`src/rtl/brick_map_if.sv`:
```
// Signal bundle between brick_map and its ball/renderer neighbours.
// The master drives the requests and queries; the slave (brick_map) returns the status.
interface brick_map_if;
   logic        restart;
   logic        erase_enable;
   logic [5:0]  e_pos;
   logic [9:0]  pixel_x;
   logic [9:0]  pixel_y;
   logic        brick_on;
   logic [3:0]  brick_idx;
   logic [11:0] active_mask;
   logic [3:0]  bricks_left;
   logic [7:0]  score;
   logic        erase_ack;
   logic        erase_err;
   logic        win;

   modport master (
      output restart, erase_enable, e_pos, pixel_x, pixel_y,
      input  brick_on, brick_idx, active_mask, bricks_left, score,
             erase_ack, erase_err, win
   );

   modport slave (
      input  restart, erase_enable, e_pos, pixel_x, pixel_y,
      output brick_on, brick_idx, active_mask, bricks_left, score,
             erase_ack, erase_err, win
   );
endinterface

```
`src/rtl/brick_map.sv`:
```
// Twelve-brick playfield: presence mask, erase commit FSM with score,
// and a registered pixel hit test for the renderer.
module brick_map #(
   parameter int BLOCK_SPACING_X = 40,
   parameter int BLOCK_SPACING_Y = 20,
   parameter int BLOCK_WIDTH     = 80,
   parameter int BLOCK_HEIGHT    = 30,
   parameter int TOP_Y           = 40
) (
   input logic        clk,
   input logic        reset,
   brick_map_if.slave bus
);

   typedef enum logic [1:0] {IDLE, COMMIT, WIN} state_e;

   state_e      state_q, state_d;
   logic        prev_q;
   logic [5:0]  pos_q, pos_d;
   logic [11:0] mask_q, mask_d;
   logic [7:0]  score_q, score_d;
   logic [3:0]  left_q, left_d;
   logic        on_q, on_d;
   logic [3:0]  idx_q, idx_d;
   logic        ack_q, ack_d;
   logic        err_q, err_d;
   logic        erase_event;
   logic [10:0] px, py;

   // Rows 0 and 1 hold five bricks each; row 2 holds two, under columns 1 and 3.
   function automatic int col_of(input int i);
      if (i < 5)       return i;
      else if (i < 10) return i - 5;
      else if (i == 10) return 1;
      else             return 3;
   endfunction

   function automatic int row_of(input int i);
      if (i < 5)       return 0;
      else if (i < 10) return 1;
      else             return 2;
   endfunction

   function automatic logic [10:0] x_lo(input int i);
      return 11'(BLOCK_SPACING_X + col_of(i) * (BLOCK_WIDTH + BLOCK_SPACING_X));
   endfunction

   function automatic logic [10:0] x_hi(input int i);
      return 11'(BLOCK_SPACING_X + col_of(i) * (BLOCK_WIDTH + BLOCK_SPACING_X) + BLOCK_WIDTH - 1);
   endfunction

   function automatic logic [10:0] y_lo(input int i);
      return 11'(TOP_Y + row_of(i) * (BLOCK_HEIGHT + BLOCK_SPACING_Y));
   endfunction

   function automatic logic [10:0] y_hi(input int i);
      return 11'(TOP_Y + row_of(i) * (BLOCK_HEIGHT + BLOCK_SPACING_Y) + BLOCK_HEIGHT - 1);
   endfunction

   assign erase_event = bus.erase_enable & ~prev_q;
   assign px          = {1'b0, bus.pixel_x};
   assign py          = {1'b0, bus.pixel_y};

   always_comb begin
      // NOTE: every target gets a default first, so no path can leave one unassigned and infer a latch.
      state_d = state_q;
      pos_d   = pos_q;
      mask_d  = mask_q;
      score_d = score_q;
      ack_d   = 1'b0;
      err_d   = 1'b0;
      if (bus.restart) begin
         mask_d  = 12'hFFF;
         state_d = IDLE;
      end else begin
         unique case (state_q)
            IDLE: begin
               if (erase_event) begin
                  pos_d   = bus.e_pos;
                  state_d = COMMIT;
               end
            end
            COMMIT: begin
               if (pos_q < 6'd12 && mask_q[pos_q[3:0]]) begin
                  mask_d[pos_q[3:0]] = 1'b0;
                  score_d            = (score_q == 8'hFF) ? score_q : score_q + 8'd1;
                  ack_d              = 1'b1;
               end else begin
                  err_d = 1'b1;
               end
               state_d = (mask_d == 12'h000) ? WIN : IDLE;
            end
            WIN: state_d = WIN;
            default: state_d = IDLE;
         endcase
      end
   end

   always_comb begin
      on_d   = 1'b0;
      idx_d  = 4'hF;
      left_d = 4'd0;
      for (int i = 0; i < 12; i++) begin
         left_d = left_d + 4'(mask_q[i]);
         if (mask_q[i] && px >= x_lo(i) && px <= x_hi(i) && py >= y_lo(i) && py <= y_hi(i)) begin
            on_d  = 1'b1;
            idx_d = 4'(i);
         end
      end
   end

   always_ff @(posedge clk) begin
      // NOTE: state is updated with non-blocking assignments; reset is sampled on the clock edge.
      if (!reset) begin
         state_q <= IDLE;
         prev_q  <= 1'b0;
         pos_q   <= 6'd0;
         mask_q  <= 12'hFFF;
         score_q <= 8'd0;
         left_q  <= 4'd12;
         on_q    <= 1'b0;
         idx_q   <= 4'hF;
         ack_q   <= 1'b0;
         err_q   <= 1'b0;
      end else begin
         state_q <= state_d;
         prev_q  <= bus.erase_enable;
         pos_q   <= pos_d;
         mask_q  <= mask_d;
         score_q <= score_d;
         left_q  <= left_d;
         on_q    <= on_d;
         idx_q   <= idx_d;
         ack_q   <= ack_d;
         err_q   <= err_d;
      end
   end

   assign bus.active_mask = mask_q;
   assign bus.bricks_left = left_q;
   assign bus.score       = score_q;
   assign bus.brick_on    = on_q;
   assign bus.brick_idx   = idx_q;
   assign bus.erase_ack   = ack_q;
   assign bus.erase_err   = err_q;
   assign bus.win         = (state_q == WIN);

endmodule
```
`src/flat_wrapper.sv`:
```
// flat-port wrapper written by rule: the top's interface ports become plain ports
module brick_map_flat 
#(
   parameter int BLOCK_SPACING_X = 40,
   parameter int BLOCK_SPACING_Y = 20,
   parameter int BLOCK_WIDTH     = 80,
   parameter int BLOCK_HEIGHT    = 30,
   parameter int TOP_Y           = 40
)
  (clk, reset, bus_restart, bus_erase_enable, bus_e_pos, bus_pixel_x, bus_pixel_y, bus_brick_on, bus_brick_idx, bus_active_mask, bus_bricks_left, bus_score, bus_erase_ack, bus_erase_err, bus_win);
  brick_map_if bus_i ();
  input logic clk;
  input logic reset;
  input wire logic [$bits(bus_i.restart)-1:0] bus_restart;
  input wire logic [$bits(bus_i.erase_enable)-1:0] bus_erase_enable;
  input wire logic [$bits(bus_i.e_pos)-1:0] bus_e_pos;
  input wire logic [$bits(bus_i.pixel_x)-1:0] bus_pixel_x;
  input wire logic [$bits(bus_i.pixel_y)-1:0] bus_pixel_y;
  output wire logic [$bits(bus_i.brick_on)-1:0] bus_brick_on;
  output wire logic [$bits(bus_i.brick_idx)-1:0] bus_brick_idx;
  output wire logic [$bits(bus_i.active_mask)-1:0] bus_active_mask;
  output wire logic [$bits(bus_i.bricks_left)-1:0] bus_bricks_left;
  output wire logic [$bits(bus_i.score)-1:0] bus_score;
  output wire logic [$bits(bus_i.erase_ack)-1:0] bus_erase_ack;
  output wire logic [$bits(bus_i.erase_err)-1:0] bus_erase_err;
  output wire logic [$bits(bus_i.win)-1:0] bus_win;
  assign bus_i.restart = bus_restart;
  assign bus_i.erase_enable = bus_erase_enable;
  assign bus_i.e_pos = bus_e_pos;
  assign bus_i.pixel_x = bus_pixel_x;
  assign bus_i.pixel_y = bus_pixel_y;
  assign bus_brick_on = bus_i.brick_on;
  assign bus_brick_idx = bus_i.brick_idx;
  assign bus_active_mask = bus_i.active_mask;
  assign bus_bricks_left = bus_i.bricks_left;
  assign bus_score = bus_i.score;
  assign bus_erase_ack = bus_i.erase_ack;
  assign bus_erase_err = bus_i.erase_err;
  assign bus_win = bus_i.win;
  brick_map #(.BLOCK_SPACING_X(BLOCK_SPACING_X), .BLOCK_SPACING_Y(BLOCK_SPACING_Y), .BLOCK_WIDTH(BLOCK_WIDTH), .BLOCK_HEIGHT(BLOCK_HEIGHT), .TOP_Y(TOP_Y)) u_core (.clk(clk), .reset(reset), .bus(bus_i));
endmodule
```
`config.mk`:
```
export PLATFORM = sky130hd
export DESIGN_NAME = brick_map_flat
export DESIGN_NICKNAME = d
export VERILOG_FILES = /design/src/rtl/brick_map_if.sv /design/src/rtl/brick_map.sv /design/src/flat_wrapper.sv
export SDC_FILE = /design/constraint.sdc
export NUM_CORES = 1
export LEC_CHECK = 0
export ABC_AREA = 1
export BUFFER_PORTS_ARGS = -buffer_cell sky130_fd_sc_hd__buf_2
export CAP_MARGIN = 20
export CORE_ASPECT_RATIO = 1.25
export CORE_UTILIZATION = 60
export CTS_BUF_LIST = sky130_fd_sc_hd__clkbuf_2
export DETAILED_ROUTE_END_ITERATION = 7
export GPL_TIMING_DRIVEN = 0
export PLACE_DENSITY = 0.88
export SYNTH_ARGS = -nofsm -noshare
export SYNTH_HDL_FRONTEND = slang
export SYNTH_SLANG_ARGS = --single-unit
```
`constraint.sdc`:
```
create_clock -name clk -period 5.52 [get_ports clk]
set_input_delay 0.828 -clock clk [delete_from_list [all_inputs] [get_ports clk]]
set_output_delay 0.828 -clock clk [all_outputs]
set_load 0.02 [all_outputs]
```
# Word level (Yosys, flattened, before mapping)
# Index checks and enable logic that the tools add are counted.
# word_totals
mem_bits_ro	0
regBits	40
latchBits	0
out_inout_bits	32
inputBits	30
n_memories	0
ram_bits	0
# op_classes
n_reduce_logical	59
n_bitwise	8
n_shift	0
add_sub_neg	12
n_lt_le_gt_ge	19
n_eq_ne	4
div	0
mux	36
multipliers	0
# ops
op	count
$logic_and A1 B1 Y1	50
$add A4 B1 Y4	10
$mux W12	3
$mux W4	8
$le A10 B7 Y1 const B	3
$ge A10 B6 Y1 const B	2
$ge A10 B8 Y1 const B	2
$ge A10 B9 Y1 const B	2
$le A10 B8 Y1 const B	2
$le A10 B9 Y1 const B	2
$mux W1	16
$and A12 B12 Y12	1
$logic_not A12 Y1	1
$mux W3	4
$not A12 Y12	1
$ge A10 B10 Y1 const B	1
$ge A10 B7 Y1 const B	1
$le A10 B10 Y1 const B	1
$add A8 B1 Y8 const B	1
$eq A8 B8 Y1 const B	1
$lt A6 B4 Y1 const B	1
$pmux W2 S3	1
$reduce_or A3 Y1	2
$lt A4 B5 Y1 const B	1
15 further kinds	21

# Longest topological paths before layout
# depth
ltp_word	17
ltp_mapped	16
depth_no_buf	15

# Least setup slack after synthesis
# OpenSTA, ideal clock, no wires.
# synth_path
path_type	register -> register
start	reg u_core.mask_q[1] (netlist: u_core.bus.active_mask[1])
end	reg u_core.left_q[2] (netlist: u_core.bus.bricks_left[2])
stages_incl_launch_ff	11
path_slack_ps	2178
synth_period_minus_slack_ps	3342
t_arrival_ps	3219
path_buffers	0
path_cell_list	dfxtp_1 ha_1 inv_1 fa_1 fa_1 fa_1 inv_1 fa_1 fa_1 a21oi_1 o21ai_0
# synth_via
elab_chain_len	11
# synth_lines
item	line	rtl
start: declaration	brick_map.sv:20	logic [11:0] mask_q, mask_d;
start signal: assignment	brick_map.sv:129	mask_q <= mask_d;
$add A1 B1 Y2	brick_map.sv:104	left_d = left_d + 4'(mask_q[i]);
$add A4 B1 Y4 (10 in series)	brick_map.sv:104	
end signal: assignment	brick_map.sv:131	left_q <= left_d;
end: declaration	brick_map.sv:22	logic [3:0] left_q, left_d;
# No other way between the ends.
# A chain may end at the register's enable or synchronous reset.

# Final worst setup path
# layout_path
start	reg u_core.mask_q[0] (netlist: u_core.bus.active_mask[0])
end	reg u_core.left_q[2] (netlist: u_core.bus.bricks_left[2])
# Same word-level chain as after synthesis.

==> impl_metrics.json <==
{
  "routed_wl_um": 6730,
  "synth_top_area_share_pct": 31.2,
  "worstSkewPairLatency_ns": 0.40,
  "critPathMaxFanout": 6,
  "yosysSeqAreaShare_pct": 31.2,
  "post_cts_resized": 0,
  "crit_arrival_ns": 3.74,
  "syn_avg_cell_area_um2": 6.63,
  "fin_tns_setup_ns": 0,
  "die_h_um": 75.1,
  "fin_ws_ns": 2.09,
  "synth_warnings": 0,
  "die_w_um": 60.5,
  "io_buffers": 61,
  "vias": 2841,
  "dp_slack_ns": 2.12,
  "syn_nets": 429,
  "place.gp.congestion": 0.935,
  "cp-end-kind": "flip-flop",
  "wl_met3_um": 533,
  "ir_drop_v": 0.000170,
  "cts.hold.buffers_added": 0,
  "cts_max_level": 2,
  "top_layer_used": "met4",
  "max_freq_mhz": 291,
  "dr.pass1.iters": 5,
  "cp-start-kind": "flip-flop",
  "grt_use_total_pct": 31.7,
  "ios": 62,
  "yosys-top-cells-area": "dfxtp_1, nand2_1, inv_1, nor2_1, fa_1",
  "worst_pin_slew_ns": 0.680,
  "floorplan.initialDensity_pct": 62.6,
  "rows": 26,
  "p_total_mw": 0.585,
  "core_area_um2": 4100,
  "mostFrequentLayoutCells": "nand2_1, inv_1, buf_2",
  "drt_iter0_drc": 206,
  "relSlewSlack_pct": 54.0,
  "wl_met2_um": 3410,
  "hp-class": "flip-flop to flip-flop",
  "antenna_found_initial": 0,
  "hold_viol": 0,
  "power.density_nw_per_um2": 196,
  "dieArea_um2": 4550,
  "drc": 0,
  "clk_pin_slew_ns": 0.22,
  "grt_max_degree": 13,
  "grt_overflow": 0,
  "yosys.cell_types.count": 32,
  "fillers": 370,
  "crit_type": "flip-flop to flip-flop",
  "antenna_cells": 0,
  "cts_buffers": 5,
  "nNetsFinal": 497,
  "final_antenna_net_count": 0,
  "grt_pass1_wl_um": 10900,
  "fin_worst_skew_ns": 0.0270,
  "drive_gt1_share_pct": 18.0,
  "status": "complete, no violations",
  "final_common_cell": "nand2_1",
  "cts_tree": "yes",
  "cts_root_buf": "clkbuf_2",
  "critical_path_required_ns": 5.83,
  "maxSlewViolCount": 0,
  "grt_pass1_vias": 2639,
  "p_leak_nw": 1.58,
  "timing.final.crit_share_pct": 62.2,
  "synth_area_um2": 2570,
  "post-cts-setup-buffer-count": 0,
  "setup_violations": 0,
  "min_period_ns": 3.43,
  "ys_seq_elements": 40,
  "hpwlAfterDp_um": 5350,
  "yosysTopAreaCell": "dfxtp_1",
  "rsz0062_at_grt": "false",
  "cts.sinks": 40,
  "maxCapViolations": 0,
  "areaGrowthSynthToFinish_pct": 16.3,
  "synth_cells": 387,
  "clockBufferDepth": 2,
  "ff2ff_setup_slack_ns": 2.09,
  "wire_per_inst_um": 13.2,
  "wl_met1_um": 2510,
  "via_per_inst": 5.55
}
[synth_stat cells]
library cell	count
nor4_1	3
o21a_1	1
o21ai_1	10
nand4_2	1
a31oi_1	2
nor3_1	7
a21oi_2	1
o2111ai_1	10
nand2_4	2
nand4_1	10
inv_2	4
nor2_1	43
fa_1	7
o21ai_0	15
buf_4	1
clkinv_1	2
inv_1	62
nor3_2	1
buf_6	1
o211ai_1	6
nand2_1	93
dfxtp_1	40
nand2_2	1
xor2_1	2
a21oi_1	25
nand3_1	23
a211oi_1	1
nor3b_1	3
nand3_4	1
o41ai_1	1
clkbuf_1	3
ha_1	5
[worst max-delay path, stage by stage, from the launching register on]
cell and delay, ns:
dfxtp_1 0.55, ha_1 0.29, inv_1 0.06, fa_1 0.43, fa_1 0.48, fa_1 0.49, inv_1 0.05, fa_1 0.39
fa_1 0.39, a21oi_1 0.15, o21ai_0 0.09
[path summary, 6_finish.rpt]
kind | start | to | cells after the start
max | u_core.bus.active_mask[0] | u_core.bus.bricks_left[2] | 10
min | u_core.prev_q | u_core.state_q[0] | 3
max reg2reg | u_core.bus.active_mask[0] | u_core.bus.bricks_left[2] | 10
min reg2reg | u_core.prev_q | u_core.state_q[0] | 3
[per-layer routing]
| layer | vias up | global-route usage [%] |
|---|---|---|
| li1 | 1413 | - |
| met1 | 1233 | 33.4 |
| met2 | 165 | 58.2 |
| met3 | 30 | 5.50 |
| met4 | 0 | 17.9 |
| met5 | - | 0 |
[cells by family after synthesis]
kind of cell,synth area share (%)
simple gates,32.5
compound gates,16.7
buf+inv,11.1
xor+xnor,0.682
fa+ha+maj,7.89
flops,31.2
[flip-flops by register name, summed over array words and instances, names as in the netlist]
register	flops
u_core.bus.active_mask	12
u_core.prev_q	1
u_core.bus.erase_err	1
u_core.bus.score	8
u_core.bus.erase_ack	1
u_core.bus.brick_idx	4
u_core.state_q	2
u_core.bus.brick_on	1
u_core.pos_q	6
u_core.bus.bricks_left	4
[power breakdown]
part	switching, mW	internal (mW)	total (mW)
Combinational	0.101	0.0498	0.151
Clock	0.0961	0.0361	0.132
Sequential	0.00491	0.297	0.302
[area by class of cell]
class	instances	area, um2	area share (%)
sequential	40	801	26.8
timing repair buffer	61	305	10.2
multi-input combinational	274	1480	49.6
clock inverter	1	8.76	0.293
tap	56	70.1	2.35
clock buffer	7	35.0	1.17
inverter	68	255	8.55
buffer	5	30.0	1.01
[metrics by stage]
| step | std cells | hold WS (ns) | instance area [um2] | util [%] |
|---|---|---|---|---|
| after floorplan | 387 | 0.477 | 2570 | - |
| after global placement | 504 | 0.469 | 2940 | 71.8 |
| after detailed placement | 504 | 0.483 | 2940 | 71.8 |
| after CTS | 512 | 0.505 | 2990 | 72.9 |
| after global routing | 512 | 0.535 | 2990 | 72.9 |
| final | 512 | 0.496 | 2990 | 72.9 |
Power figures use the tool's default switching activity.
